<file path="config.mk">
export PLATFORM = sky130hd
export DESIGN_NAME = csr_cmt_ctrl
export DESIGN_NICKNAME = d
export VERILOG_FILES = /design/src/rtl/csr_cmt_ctrl_pkg.sv /design/src/rtl/csr_cmt_ctrl.sv
export SDC_FILE = /design/constraint.sdc
export NUM_CORES = 1
export LEC_CHECK = 0
export ABC_AREA = 1
export CORE_AREA = 2 2 194 196
export CTS_CLUSTER_DIAMETER = 150
export DETAILED_ROUTE_END_ITERATION = 7
export DIE_AREA = 0 0 196 198
export DONT_BUFFER_PORTS = 1
export HOLD_SLACK_MARGIN = 0.12
export PLACE_DENSITY_LB_ADDON = 0.25
export SLEW_MARGIN = 10
export SYNTH_ARGS = -nofsm -noshare
export SYNTH_HDL_FRONTEND = slang
export SYNTH_SLANG_ARGS = --single-unit
export TNS_END_PERCENT = 1
</file>
<file path="constraint.sdc">
create_clock -name clk -period 9.9 [get_ports clk]
set_clock_uncertainty 0.05 [all_clocks]
set_input_delay 0.99 -clock clk [delete_from_list [all_inputs] [get_ports clk]]
set_output_delay 0.99 -clock clk [all_outputs]
set_load 0.01 [all_outputs]
</file>
<file path="src/rtl/csr_cmt_ctrl_pkg.sv">
// Shared encodings for the CSR commit controller: request ops, FSM states
// and the exception codes it raises on its own.
package csr_cmt_ctrl_pkg;

    typedef enum logic [2:0] {
        OP_CSRRD   = 3'd0,
        OP_CSRWR   = 3'd1,
        OP_CSRXCHG = 3'd2,
        OP_ERTN    = 3'd3,
        OP_EXC     = 3'd4
    } cmt_op_e;

    typedef enum logic [2:0] {
        ST_IDLE  = 3'd0,
        ST_READ  = 3'd1,
        ST_WRITE = 3'd2,
        ST_RESP  = 3'd3,
        ST_TRAP  = 3'd4,
        ST_RET   = 3'd5,
        ST_REDIR = 3'd6
    } cmt_state_e;

    localparam logic [7:0] ECODE_INT = 8'h00;
    localparam logic [7:0] ECODE_INE = 8'h0D;

endpackage

</file>
<file path="src/rtl/csr_cmt_ctrl.sv">
// CSR commit controller: sequences CSR read/write, exception and ERTN commits.
// Optional CSR_CMT_FASTRD_EN: CSRRD reads the CSR file in the acceptance cycle.
module csr_cmt_ctrl
    import csr_cmt_ctrl_pkg::*;
(
    input  logic        clk,
    input  logic        rst,
    input  logic        req_valid,
    output logic        req_ready,
    input  logic [2:0]  req_op,
    input  logic [13:0] req_csr_num,
    input  logic [31:0] req_wdata,
    input  logic [31:0] req_mask,
    input  logic [31:0] req_pc,
    input  logic [31:0] req_vaddr,
    input  logic [7:0]  req_ecode,
    input  logic        req_esubcode,
    output logic        resp_valid,
    output logic [31:0] resp_rdata,
    output logic        csr_re,
    output logic [13:0] csr_raddr,
    input  logic [31:0] csr_rdata,
    output logic        csr_we,
    output logic [13:0] csr_waddr,
    output logic [31:0] csr_wmask,
    output logic [31:0] csr_wdata,
    output logic        ex_en,
    output logic [7:0]  ecode,
    output logic        esubcode,
    output logic [31:0] pc,
    output logic [31:0] vaddr,
    output logic        ertn_flush,
    input  logic        has_int,
    input  logic [7:0]  int_ecode,
    input  logic [31:0] ex_entryPC,
    input  logic [31:0] new_pc,
    output logic        flush,
    output logic        redirect_valid,
    output logic [31:0] redirect_pc
);

    cmt_state_e  state_q, state_d;
    logic [2:0]  op_q;
    logic [13:0] num_q;
    logic [31:0] wdata_q, mask_q, pc_q, vaddr_q;
    logic [7:0]  ecode_q;
    logic        esub_q;
    logic [31:0] rdata_q, redir_q;
    logic        accept, fast_rd;

    // Interrupt code is fixed to INT; the input is kept for port compatibility.
    logic unused_int_ecode;
    assign unused_int_ecode = ^int_ecode;

    assign accept = (state_q == ST_IDLE) && req_valid && !rst;

`ifdef CSR_CMT_FASTRD_EN
    assign fast_rd = accept && !has_int && (req_op == OP_CSRRD);
`else
    assign fast_rd = 1'b0;
`endif

    always_comb begin
        state_d        = state_q;
        req_ready      = 1'b0;
        resp_valid     = 1'b0;
        csr_re         = 1'b0;
        csr_raddr      = '0;
        csr_we         = 1'b0;
        csr_waddr      = '0;
        csr_wmask      = '0;
        csr_wdata      = '0;
        ex_en          = 1'b0;
        ecode          = '0;
        esubcode       = 1'b0;
        pc             = '0;
        vaddr          = '0;
        ertn_flush     = 1'b0;
        flush          = 1'b0;
        redirect_valid = 1'b0;
        unique case (state_q)
            ST_IDLE: begin
                req_ready = !rst;
                if (fast_rd) begin
                    csr_re    = 1'b1;
                    csr_raddr = req_csr_num;
                    state_d   = ST_RESP;
                end else if (accept) begin
                    if (has_int)
                        state_d = ST_TRAP;
                    else if (req_op <= OP_CSRXCHG)
                        state_d = ST_READ;
                    else if (req_op == OP_ERTN)
                        state_d = ST_RET;
                    else
                        state_d = ST_TRAP;
                end
            end
            ST_READ: begin
                csr_re    = 1'b1;
                csr_raddr = num_q;
                state_d   = (op_q == OP_CSRRD) ? ST_RESP : ST_WRITE;
            end
            ST_WRITE: begin
                csr_we    = 1'b1;
                csr_waddr = num_q;
                csr_wdata = wdata_q;
                csr_wmask = (op_q == OP_CSRXCHG) ? mask_q : 32'hFFFF_FFFF;
                state_d   = ST_RESP;
            end
            ST_RESP: begin
                resp_valid = 1'b1;
                state_d    = ST_IDLE;
            end
            ST_TRAP: begin
                ex_en    = 1'b1;
                ecode    = ecode_q;
                esubcode = esub_q;
                pc       = pc_q;
                vaddr    = vaddr_q;
                state_d  = ST_REDIR;
            end
            ST_RET: begin
                ertn_flush = 1'b1;
                state_d    = ST_REDIR;
            end
            ST_REDIR: begin
                flush          = 1'b1;
                redirect_valid = 1'b1;
                state_d        = ST_IDLE;
            end
            default: state_d = ST_IDLE;
        endcase
    end

    assign resp_rdata  = rdata_q;
    assign redirect_pc = redir_q;

    always_ff @(posedge clk or posedge rst) begin
        if (rst) begin
            state_q <= ST_IDLE;
            op_q    <= '0;
            num_q   <= '0;
            wdata_q <= '0;
            mask_q  <= '0;
            pc_q    <= '0;
            vaddr_q <= '0;
            ecode_q <= '0;
            esub_q  <= 1'b0;
            rdata_q <= '0;
            redir_q <= '0;
        end else begin
            state_q <= state_d;
            if (accept) begin
                op_q    <= req_op;
                num_q   <= req_csr_num;
                wdata_q <= req_wdata;
                mask_q  <= req_mask;
                pc_q    <= req_pc;
                vaddr_q <= req_vaddr;
                // Interrupts and illegal ops override the requester's code.
                if (has_int) begin
                    ecode_q <= ECODE_INT;
                    esub_q  <= 1'b0;
                end else if (req_op > OP_EXC) begin
                    ecode_q <= ECODE_INE;
                    esub_q  <= 1'b0;
                end else begin
                    ecode_q <= req_ecode;
                    esub_q  <= req_esubcode;
                end
            end
            if (fast_rd || state_q == ST_READ)
                rdata_q <= csr_rdata;
            if (state_q == ST_TRAP)
                redir_q <= ex_entryPC;
            else if (state_q == ST_RET)
                redir_q <= new_pc;
        end
    end

endmodule

</file>
* Yosys cells after proc, flatten, opt, wreduce, memory -nomap -nowiden
Index checks and enable logic that the tools add are counted.
Cells by class: magnitude comparators 2, eq/ne operators 9, multiplexer cells 28, reductions and logical operators 7
Operators by type and width (number):
- $mux 32 | 7
- $mux 14 | 2
- $mux 8 | 3
- $eq 3x2->1 const B | 4
- $mux 1 | 12
- $pmux 3 s4 | 1
- $eq 3x3->1 const B | 3
- $mux 3 | 3
- $logic_not 3->1 | 2
- $eq 3x1->1 const B | 1
- $gt 3x3->1 const B | 1
- $le 3x2->1 const B | 1
- $logic_and 1x1->1 | 2
- $ne 2x2->1 const B | 1
- $reduce_bool 2->1 | 1
- $reduce_or 2->1 | 1
- $logic_not 1->1 | 1
Storage, ports and cells: flip-flop bits (word level) 221, input bits 262, word-level logic and storage cells 57

* Longest topological paths before layout
depth in word-level cells 6, depth in mapped cells 7

* Least setup slack after synthesis
Ideal clock, no wire load.
kind input to output, start point input port rst, end point output port req_ready, data arrival time 6.301 ns, data required time 8.860 ns, setup slack 2.559 ns, cell stages on the path 3, buffers on the path 0, cell sequence inv_1 > nand3_2 > inv_1
On the way: word-level cells in the longest chain between the ends 2
RTL lines:
- from (decl) | line csr_cmt_ctrl.sv:7 | input logic rst,
- $logic_not 1->1 (no source line)
- $mux 1 | line csr_cmt_ctrl.sv:81 | unique case (state_q)
- to (decl) | line csr_cmt_ctrl.sv:9 | output logic req_ready,
No other way between the ends.

* Worst setup path after layout
start point register state_q[0], end point output port csr_wmask[25]
On the way: word-level cells in the longest chain between the ends 2
RTL lines:
- from (decl) | line csr_cmt_ctrl.sv:42 | cmt_state_e state_q, state_d;
- from (signal assigned) | line csr_cmt_ctrl.sv:153 | state_q <= state_d;
- $eq 3x2->1 | line csr_cmt_ctrl.sv:81
- $mux 32 | line csr_cmt_ctrl.sv:81
- to (decl) | line csr_cmt_ctrl.sv:25 | output logic [31:0] csr_wmask,
No other way between the ends.

==> qor.csv <==
metric;value;unit
sequential share of the synthesized area;55.62;%
Post-Syn Area per Cell;8.058;µm²
Syn Nets;1496;
routed vias/inst;4.449;
post-layout min period;3.888;ns
design area;11110;µm²
outcome;finished clean;
relative slew slack;34.19;%
first-pass GRT wire length;42900;µm
distinct cell type count after synthesis;22;
FILL cells;3969;
slowest stage cell on the critical path;inv_1;
vias in the first global route;7460;
Pleak;5.573;nW
overall routed net length;28770;µm
CP Max Fanout;33;
Resized cells post-CTS;0;
Rows;71;
PortBufs;0;
CP Capture Type;output port;
Yosys reg bits;221;
synthesized area;9943;µm²
GPL Wtd Cong;0.7796;
register area;5530;µm²
Slew Viols, Final;0;
drt drc;0;
Critical Path RT;8.86;ns
clk_lat worst skew;0.53;ns
Final Net Count;1467;
DP HPWL;20450;µm
period utilization;39.28;%
Area growth syn-to-layout;11.74;%
Vias;7559;
post-synthesis cell count;1234;
die area;38810;µm²
Initial Util;26.91;%
Post-CTS Hold Buffers;0;
n_diodes;0;
pwr dens;348.5;nW/µm²
Final Setup Violations;0;
asr flop ratio synth;100.0;%
Post-synth EDFFs;0;
RSZ-0062 raised after global routing;no;
CTS root buf;clkbuf_16;
gr usage total;14.08;%
Critical Path Most Common Cell;inv_1;
crit-path max cell delay;0.72;ns
average routed wire per standard cell;16.93;µm
f_max;257.2;MHz
Setup Buffers After CTS;0;
Boundary Pins;499;
largest net degree at the start of global routing;95;
setup TNS;0;ns
layout cell share with drive strength beyond 1;7.184;%
Post-DRT Antenna Nets;0;
CP startpoint kind;flip-flop;
main flop type after synthesis;dfrtp_1;
clk sink count;221;
DP Area;10160;µm²
TritonCTS Buffers;26;
die height;198;µm
CP arrival;2.85;ns
Max clock buf depth;3;
final hold violation count;0;
H-tree levels;1;
Die W;196;µm
VDD IR max;0.1396;mV
drt pass-1 iters;5;
crit-path cells;inv_2, nand3_2, inv_1, o21ai_0, inv_1;
CTS tree;yes;
Yosys Warn Count;0;
initial antenna violation count;0;
Worst Hold Class;input pin to asynchronous set/reset pin;
Reg clk slew, reported paths;0.06;ns
Tightest Pin Transition;0.9848;ns
remaining global-route overflow;0;
max-cap violations;0;
DR iter-0 viols;331;
Placeable Area;36960;µm²
critical path class;flip-flop to output port;
area of the multi-input gates;3286;µm²
==> worst max-delay path: cells and delay by family (launching register included) <==
kind            cells  cell delay, ns
compound gates      1            0.26
flops               1            0.65
buf+inv             3            1.24
simple gates        1            0.15
==> through the flow <==
| step | hold WS, ns | setup slack (ns) | util, % | power (mW) | instances |
|---|---|---|---|---|---|
| 6_report | 0.2791 | 6.012 | 30.06 | 3.872 | 1699 |
| 5_1_grt | 0.3021 | 5.805 | 30.06 | 4.185 | 1699 |
| 4_1_cts | 0.2934 | 5.959 | 30.06 | 3.938 | 1699 |
| 3_5_place_dp | 0.4103 | 5.744 | 27.49 | 2.857 | 1651 |
| 3_3_place_gp | 0.4062 | 5.814 | 27.49 | 2.835 | 1651 |
| 2_1_floorplan | 0.3936 | 2.559 | - | 2.555 | 1234 |
==> power breakdown <==
part	leakage, nW	switching, mW	internal (mW)
Combinational	2.39	0.867	0.327
Sequential	2.71	0.278	1.34
Clock	0.472	0.381	0.675
Total	5.57	1.53	2.35
==> cell usage after synthesis, types with 3 or more instances <==
| cell type | number | area, µm² |
|---|---|---|
| buf_2 | 26 | 130.1 |
| buf_4 | 7 | 52.55 |
| buf_6 | 7 | 78.83 |
| clkbuf_1 | 15 | 56.30 |
| clkbuf_4 | 4 | 30.03 |
| clkbuf_8 | 9 | 123.9 |
| clkinv_1 | 3 | 11.26 |
| dfrtp_1 | 221 | 5530 |
| inv_1 | 169 | 634.4 |
| inv_2 | 4 | 15.01 |
| nand2_1 | 417 | 1565 |
| nand3_1 | 44 | 220.2 |
| nor2_1 | 138 | 518.0 |
| nor2_4 | 3 | 33.78 |
| o21ai_0 | 136 | 680.7 |
| o21ai_2 | 21 | 183.9 |
==> per-layer routing <==
metal	track usage, %	part of all wire (%)	vias up
li1	-	-	3655
met1	16.54	40	3516
met2	25.39	50	348
met3	3.543	7.7	40
met4	4.097	2.3	0
met5	0	0	-
==> registers in the layout, indices dropped and copies added (netlist names) <==
register and flops:
mask_q 32, pc_q 32, redirect_pc 32, resp_rdata 32, vaddr_q 32, wdata_q 32
num_q 14, ecode_q 8, op_q 3, state_q 3, esub_q 1
==> path summary, 6_finish.rpt <==
| kind | startpoint | endpoint | slack (ns) | cells after the start |
|---|---|---|---|---|
| hold reg to reg | mask_q[17] | mask_q[17] | 0.42 | 2 |
| setup reg to reg | state_q[0] | wdata_q[14] | 6.40 | 6 |
| min in group clk | mask_q[17] | mask_q[17] | 0.42 | 2 |
| setup / recovery | state_q[0] | csr_wmask[25] | 6.01 | 5 |
| hold / removal | rst | resp_rdata[29] | 0.28 | 1 |
| max in group asynchronous | rst | mask_q[6] | 7.69 | 3 |
==> logic make-up after synthesis <==
family,synth area share [%]
compound gates,8.896
buf+inv,11.39
flops,55.62
simple gates,24.10
==> cell usage in the layout, fill, tap and decap left out <==
cell type,n
a21oi_1,2
buf_4,11
bufinv_16,6
clkbuf_1,5
clkbuf_16,27
clkbuf_8,3
clkinv_1,3
clkinv_2,7
dfrtp_1,221
inv_1,168
inv_2,4
inv_8,1
nand2_1,417
nand3_1,43
nand3_2,3
nand4_2,1
nor2_1,138
nor2_4,3
nor3_1,2
nor3_4,1
o21ai_0,136
o21ai_1,2
o21ai_2,21
==> cell type report <==
type	instances	area share, %
well taps	474	5.338
repair buffers	11	0.7432
clock buffers	35	6.622
clock inverters	13	1.937
inverters	176	6.013
flip-flops and latches	221	49.77
multi-input cells	769	29.57
Note: power is estimated with default switching activity, not from simulation.
